==> src/rtl/onchip_arb_pkg.sv <==
// Shared widths, arbitration mode encodings and requester ids for the
// two-port on-chip memory arbiter.
package onchip_arb_pkg;

    localparam int ADDR_W = 10;
    localparam int DATA_W = 32;
    localparam int BE_W   = 4;

    localparam int ARB_MODE_RR    = 0;
    localparam int ARB_MODE_FIXED = 1;

    typedef enum logic {
        OWN_M0 = 1'b0,
        OWN_M1 = 1'b1
    } owner_e;

endpackage

==> src/rtl/onchip_arb_grant.sv <==
// Grant selection between two requesters: round-robin, or fixed priority
// to m0 with a starvation guard that periodically forces a grant to m1.
module onchip_arb_grant
    import onchip_arb_pkg::*;
#(
    parameter int ARB_MODE     = ARB_MODE_RR,
    parameter int STARVE_LIMIT = 4
) (
    input  logic clk,
    input  logic reset_n,
    input  logic active0_i,
    input  logic active1_i,
    output logic grant0_o,
    output logic grant1_o
);

    localparam logic [3:0] LIMIT = 4'(STARVE_LIMIT);

    owner_e     last_grant_q, last_grant_d;
    logic [3:0] starve_cnt_q, starve_cnt_d;
    logic       contested;
    logic       g0, g1;

    assign contested = active0_i & active1_i;

    always_comb begin
        g0           = 1'b0;
        g1           = 1'b0;
        last_grant_d = last_grant_q;
        starve_cnt_d = '0;
        // Grants are held off while reset is asserted so nothing reaches the RAM.
        if (reset_n) begin
            if (contested) begin
                if (ARB_MODE == ARB_MODE_FIXED) begin
                    g1 = (starve_cnt_q == LIMIT);
                    g0 = ~g1;
                end else begin
                    g0 = (last_grant_q == OWN_M1);
                    g1 = ~g0;
                end
            end else begin
                g0 = active0_i;
                g1 = active1_i;
            end
            if (g0) last_grant_d = OWN_M0;
            if (g1) last_grant_d = OWN_M1;
            if ((ARB_MODE == ARB_MODE_FIXED) && contested && g0) begin
                starve_cnt_d = starve_cnt_q + 4'd1;
            end
        end
    end

    always_ff @(posedge clk or negedge reset_n) begin
        if (!reset_n) begin
            last_grant_q <= OWN_M1;
            starve_cnt_q <= '0;
        end else begin
            last_grant_q <= last_grant_d;
            starve_cnt_q <= starve_cnt_d;
        end
    end

    assign grant0_o = g0;
    assign grant1_o = g1;

endmodule

==> src/rtl/onchip_memory_arbiter.sv <==
// Two-requester arbiter in front of a single-port 1024x32 RAM with
// one-cycle read latency; holds the request mux and the read-return pipeline.
module onchip_memory_arbiter
    import onchip_arb_pkg::*;
#(
    parameter int ARB_MODE     = ARB_MODE_RR,
    parameter int STARVE_LIMIT = 4
) (
    input  logic              clk,
    input  logic              reset_n,

    input  logic [ADDR_W-1:0] m0_address,
    input  logic              m0_read,
    input  logic              m0_write,
    input  logic [BE_W-1:0]   m0_byteenable,
    input  logic [DATA_W-1:0] m0_writedata,
    output logic              m0_waitrequest,
    output logic [DATA_W-1:0] m0_readdata,
    output logic              m0_readdatavalid,

    input  logic [ADDR_W-1:0] m1_address,
    input  logic              m1_read,
    input  logic              m1_write,
    input  logic [BE_W-1:0]   m1_byteenable,
    input  logic [DATA_W-1:0] m1_writedata,
    output logic              m1_waitrequest,
    output logic [DATA_W-1:0] m1_readdata,
    output logic              m1_readdatavalid,

    output logic [ADDR_W-1:0] mem_address,
    output logic [BE_W-1:0]   mem_byteenable,
    output logic [DATA_W-1:0] mem_writedata,
    output logic              mem_chipselect,
    output logic              mem_write,
    output logic              mem_clken,
    input  logic [DATA_W-1:0] mem_readdata
);

    logic   active0, active1;
    logic   grant0, grant1;
    logic   rd_vld_q, rd_vld_d;
    owner_e rd_own_q, rd_own_d;

    assign active0 = m0_read | m0_write;
    assign active1 = m1_read | m1_write;

    onchip_arb_grant #(
        .ARB_MODE     (ARB_MODE),
        .STARVE_LIMIT (STARVE_LIMIT)
    ) u_grant (
        .clk       (clk),
        .reset_n   (reset_n),
        .active0_i (active0),
        .active1_i (active1),
        .grant0_o  (grant0),
        .grant1_o  (grant1)
    );

    assign m0_waitrequest = active0 & ~grant0;
    assign m1_waitrequest = active1 & ~grant1;

    assign mem_chipselect = grant0 | grant1;
    assign mem_write      = (grant0 & m0_write) | (grant1 & m1_write);
    assign mem_address    = grant1 ? m1_address    : m0_address;
    assign mem_byteenable = grant1 ? m1_byteenable : m0_byteenable;
    assign mem_writedata  = grant1 ? m1_writedata  : m0_writedata;
    assign mem_clken      = 1'b1;

    // Read+write together counts as a write, so it never enters the read pipe.
    always_comb begin
        rd_vld_d = (grant0 & ~m0_write) | (grant1 & ~m1_write);
        rd_own_d = grant1 ? OWN_M1 : OWN_M0;
    end

    always_ff @(posedge clk or negedge reset_n) begin
        if (!reset_n) begin
            rd_vld_q <= 1'b0;
            rd_own_q <= OWN_M0;
        end else begin
            rd_vld_q <= rd_vld_d;
            rd_own_q <= rd_own_d;
        end
    end

    assign m0_readdatavalid = rd_vld_q & (rd_own_q == OWN_M0);
    assign m1_readdatavalid = rd_vld_q & (rd_own_q == OWN_M1);
    assign m0_readdata      = mem_readdata;
    assign m1_readdata      = mem_readdata;

endmodule

==> config.mk <==
export PLATFORM = sky130hd
export DESIGN_NAME = onchip_memory_arbiter
export DESIGN_NICKNAME = d
export VERILOG_FILES = /design/src/rtl/onchip_arb_pkg.sv /design/src/rtl/onchip_arb_grant.sv /design/src/rtl/onchip_memory_arbiter.sv
export SDC_FILE = /design/constraint.sdc
export NUM_CORES = 1
export LEC_CHECK = 0
export CELL_PAD_IN_SITES_DETAIL_PLACEMENT = 1
export CELL_PAD_IN_SITES_GLOBAL_PLACEMENT = 1
export CORE_MARGIN = 4
export CORE_UTILIZATION = 11
export DETAILED_ROUTE_END_ITERATION = 16
export PLACE_DENSITY = 0.79
export SYNTH_ARGS = -nofsm -noshare
export SYNTH_HDL_FRONTEND = slang
export SYNTH_HIERARCHICAL = 1
export SYNTH_SLANG_ARGS = --single-unit
==> constraint.sdc <==
create_clock -name clk -period 2.1 [get_ports clk]
set_clock_uncertainty 0.15 [all_clocks]
set_input_delay 0.315 -clock clk [delete_from_list [all_inputs] [get_ports clk]]
set_output_delay 0.315 -clock clk [all_outputs]
set_load 0.01 [all_outputs]
==> results <==
## through the flow
stage	total power, mW	instances	util, %	setup slack [ns]	hold WS [ns]
floorplan	0.4688	138	-	0.1163	-0.1306
global placement	0.7630	368	22.08	-0.7185	0.3617
detailed placement	0.7745	368	22.08	-0.7344	0.3739
CTS	1.351	405	27.75	-0.1942	0.04140
global route	1.422	406	28.05	-0.2198	0.07572
finish	1.347	406	28.05	-0.1772	0.04515
## cells in the final DEF, fill, tap and decap left out, drive strengths merged
cell type / netlist / final
nor2b: 1 / 1
dfstp: 1 / 1
clkbuf: 0 / 6
a21oi: 3 / 3
and3: 1 / 1
clkdlybuf4s50: 0 / 94
buf: 70 / 93
conb: 1 / 1
a22o: 1 / 1
mux2: 46 / 46
or2: 2 / 2
o22ai: 1 / 1
and2: 3 / 3
dfrtp: 2 / 2
nand2: 3 / 3
inv: 3 / 3
dlygate4sd2: 0 / 2
## flip-flops by register name, summed over array words and instances, names as in the netlist
register / count
rd_own_q: 1
rd_vld_q: 1
u_grant/last_grant_q: 1
## area by class of cell
type | instances | area [sq um] | share of cell area [%]
repair buffers | 191 | 2091 | 64.99
multi-input cells | 62 | 780.7 | 24.27
flip-flops and latches | 3 | 76.32 | 2.373
well taps | 143 | 178.9 | 5.562
inverters | 3 | 11.26 | 0.3501
clock buffers | 4 | 78.83 | 2.450
## synth_stat cells, types with 2 or more instances
library cell	number
dfrtp_1	2
or2_2	2
buf_4	65
mux2_4	18
buf_6	3
buf_2	2
mux2_2	28
nand2_1	3
a21oi_1	2
inv_1	2
and2_1	3
## cells by family (layout without fill, tap and decap cells)
family / Yosys count / count (layout) / synth area share (%)
flops: 3 / 3 / 5.883
mux: 46 / 46 / 45.13
other cells: 1 / 1 / 0.2890
buf+inv: 73 / 198 / 41.85
compound gates: 5 / 5 / 2.604
simple gates: 10 / 10 / 4.244
## path summary, 6_finish.rpt
| kind | from | cells past startpoint | to |
|---|---|---|---|
| min in group clk | m0_write | 3 | rd_vld_q |
| max in group asynchronous | reset_n | 2 | u_grant/last_grant_q |
| worst max-delay path | u_grant/last_grant_q | 7 | mem_writedata[15] |
| worst min register to register | u_grant/last_grant_q | 2 | u_grant/last_grant_q |
| worst max register to register | u_grant/last_grant_q | 7 | rd_vld_q |
| worst min-delay path | reset_n | 2 | rd_own_q |
## layer usage
layer  vias to the layer above  part of all wire, %  wire [microns]  GRT usage [%]
met4                         0                  1.4              87          2.676
met1                       630                   36            2187          8.967
met3                         9                   12             703          2.953
met2                       109                   51            3134          14.87
met5                         -                    0               0              0
li1                        646                    -               -              -
## worst max-delay path, stage by stage, from the launching register on
cell and delay [ns]:
dfstp_2 0.56, a21oi_4 0.07, buf_12 0.14, buf_12 0.14, clkbuf_16 0.16, buf_6 0.11
mux2_4 0.29, buf_6 0.12
## power by group through the flow
stage	Sequential, mW	Clock [mW]	Combinational [mW]
finish	0.0761	0.302	0.969
global placement	0.0761	0	0.687
floorplan	0.0725	0	0.396
global route	0.0772	0.316	1.03
detailed placement	0.0772	0	0.697
CTS	0.0764	0.308	0.967
## what timing repair did
| item | CTS | global route |
|---|---|---|
| gates resized for setup | 295 | 5 |
| cloned | 5 | 1 |
| pin swaps | 3 | 1 |
| endpoints found under the setup margin | 50 | 48 |
| setup buffers | 28 | 2 |
==> impl_metrics.ini <==
[status]
status = finished, violations left
violations = setup timing

[floorplan]
rows = 39
die_area_sq_um = 13600
die_h_microns = 116.6
initial_core_util_pct = 11.31
io-pin-count = 247
core_sq_um = 11470
die_w_microns = 116.6

[power_and_ir_drop]
pwr_density_cell_nw_per_um2 = 418.6
clock_power_share_pct = 22.4
leakage_nw = 1.422
seqPwrFrac_pct = 5.6
switching_share_pct = 26.45
p_switching_uw = 356.2
intPower_uw = 990.4
ir_drop_uv = 240.3
combinationalPowerShare_pct = 72.0

[critical_path]
path_class = flip-flop to output pin
worst-endpoint-required_ns = 1.63
end_kind = output pin
arrival_ns = 1.81
cp-start-kind = flip-flop
r2r_setup_slack_ns = 0.55
cp_max_fo = 5

[timing]
finalCriticalPeriod_ns = 2.277
max_freq_ghz = 0.4391
drv_slew = 0
setup_ws_ns = -0.1772
rsz0062_at_grt = true
setup_tns_ns = -3.795
min_period_over_period_pct = 108.4
hold_violations = 0
setup_viol = 41

[global_route]
grtUsageTotal_pct = 8.244
grt_pass1_wl_microns = 8673
grt_max_degree = 11
antenna_found_initial = 0
grt_overflow = 0
grt_pass1_vias = 1714

[cells_and_area]
drive_gt1_share_pct = 57.79
diodes = 0
final_area_sq_um = 3217
fillerInstances = 1273
syn_to_final_growth_pct = 147.9
nets = 394

[clock_tree]
clk_latency_ns = 0.22
cts_hold_buffers = 0
clockRootBuffer = clkbuf_16
clkSinkCount = 3
clk_pin_slew_ns = 0.03
cts_buffer_depth = 2
h-tree-depth = 1
cts_tree = done
cts_made_buffers = 3

[routing]
wl_microns = 6112
drtIter0Drc = 11
detail_route.vias_per_cell = 3.433
ant_nets = 0
dr_total_vias = 1394
drc = 0
wl_per_cell_microns = 15.05
drt_first_pass_iters = 2

[yosys]
synthesis.area_sq_um = 1297
yosysUniqueCellTypes = 19
yosys.area.top_type = buf_4
synthCells = 138
avgSynthCellArea_sq_um = 9.402
syn_nets = 268
ys_warn_count = 6
ys.flop_type = dfrtp_1
yosysSeqAreaShare_pct = 5.882
yosysTopAreaCellShare_pct = 37.61
synth_enable_flop_cells = 0
ys_seq_elements = 3
yosys-top-cells-area = buf_4 38%, mux2_2 24%, mux2_4 21%
ys_async_sr_fraction_pct = 100.0

[placement]
port_buffers = 149
place_area_sq_um = 2532
hpwl_microns = 4404
gp_congestion = 0.7313

[job]
drv_cap = 0

[hold_path]
min_path_type = input pin to async pin
No activity file was read; power rests on OpenSTA's default activity.
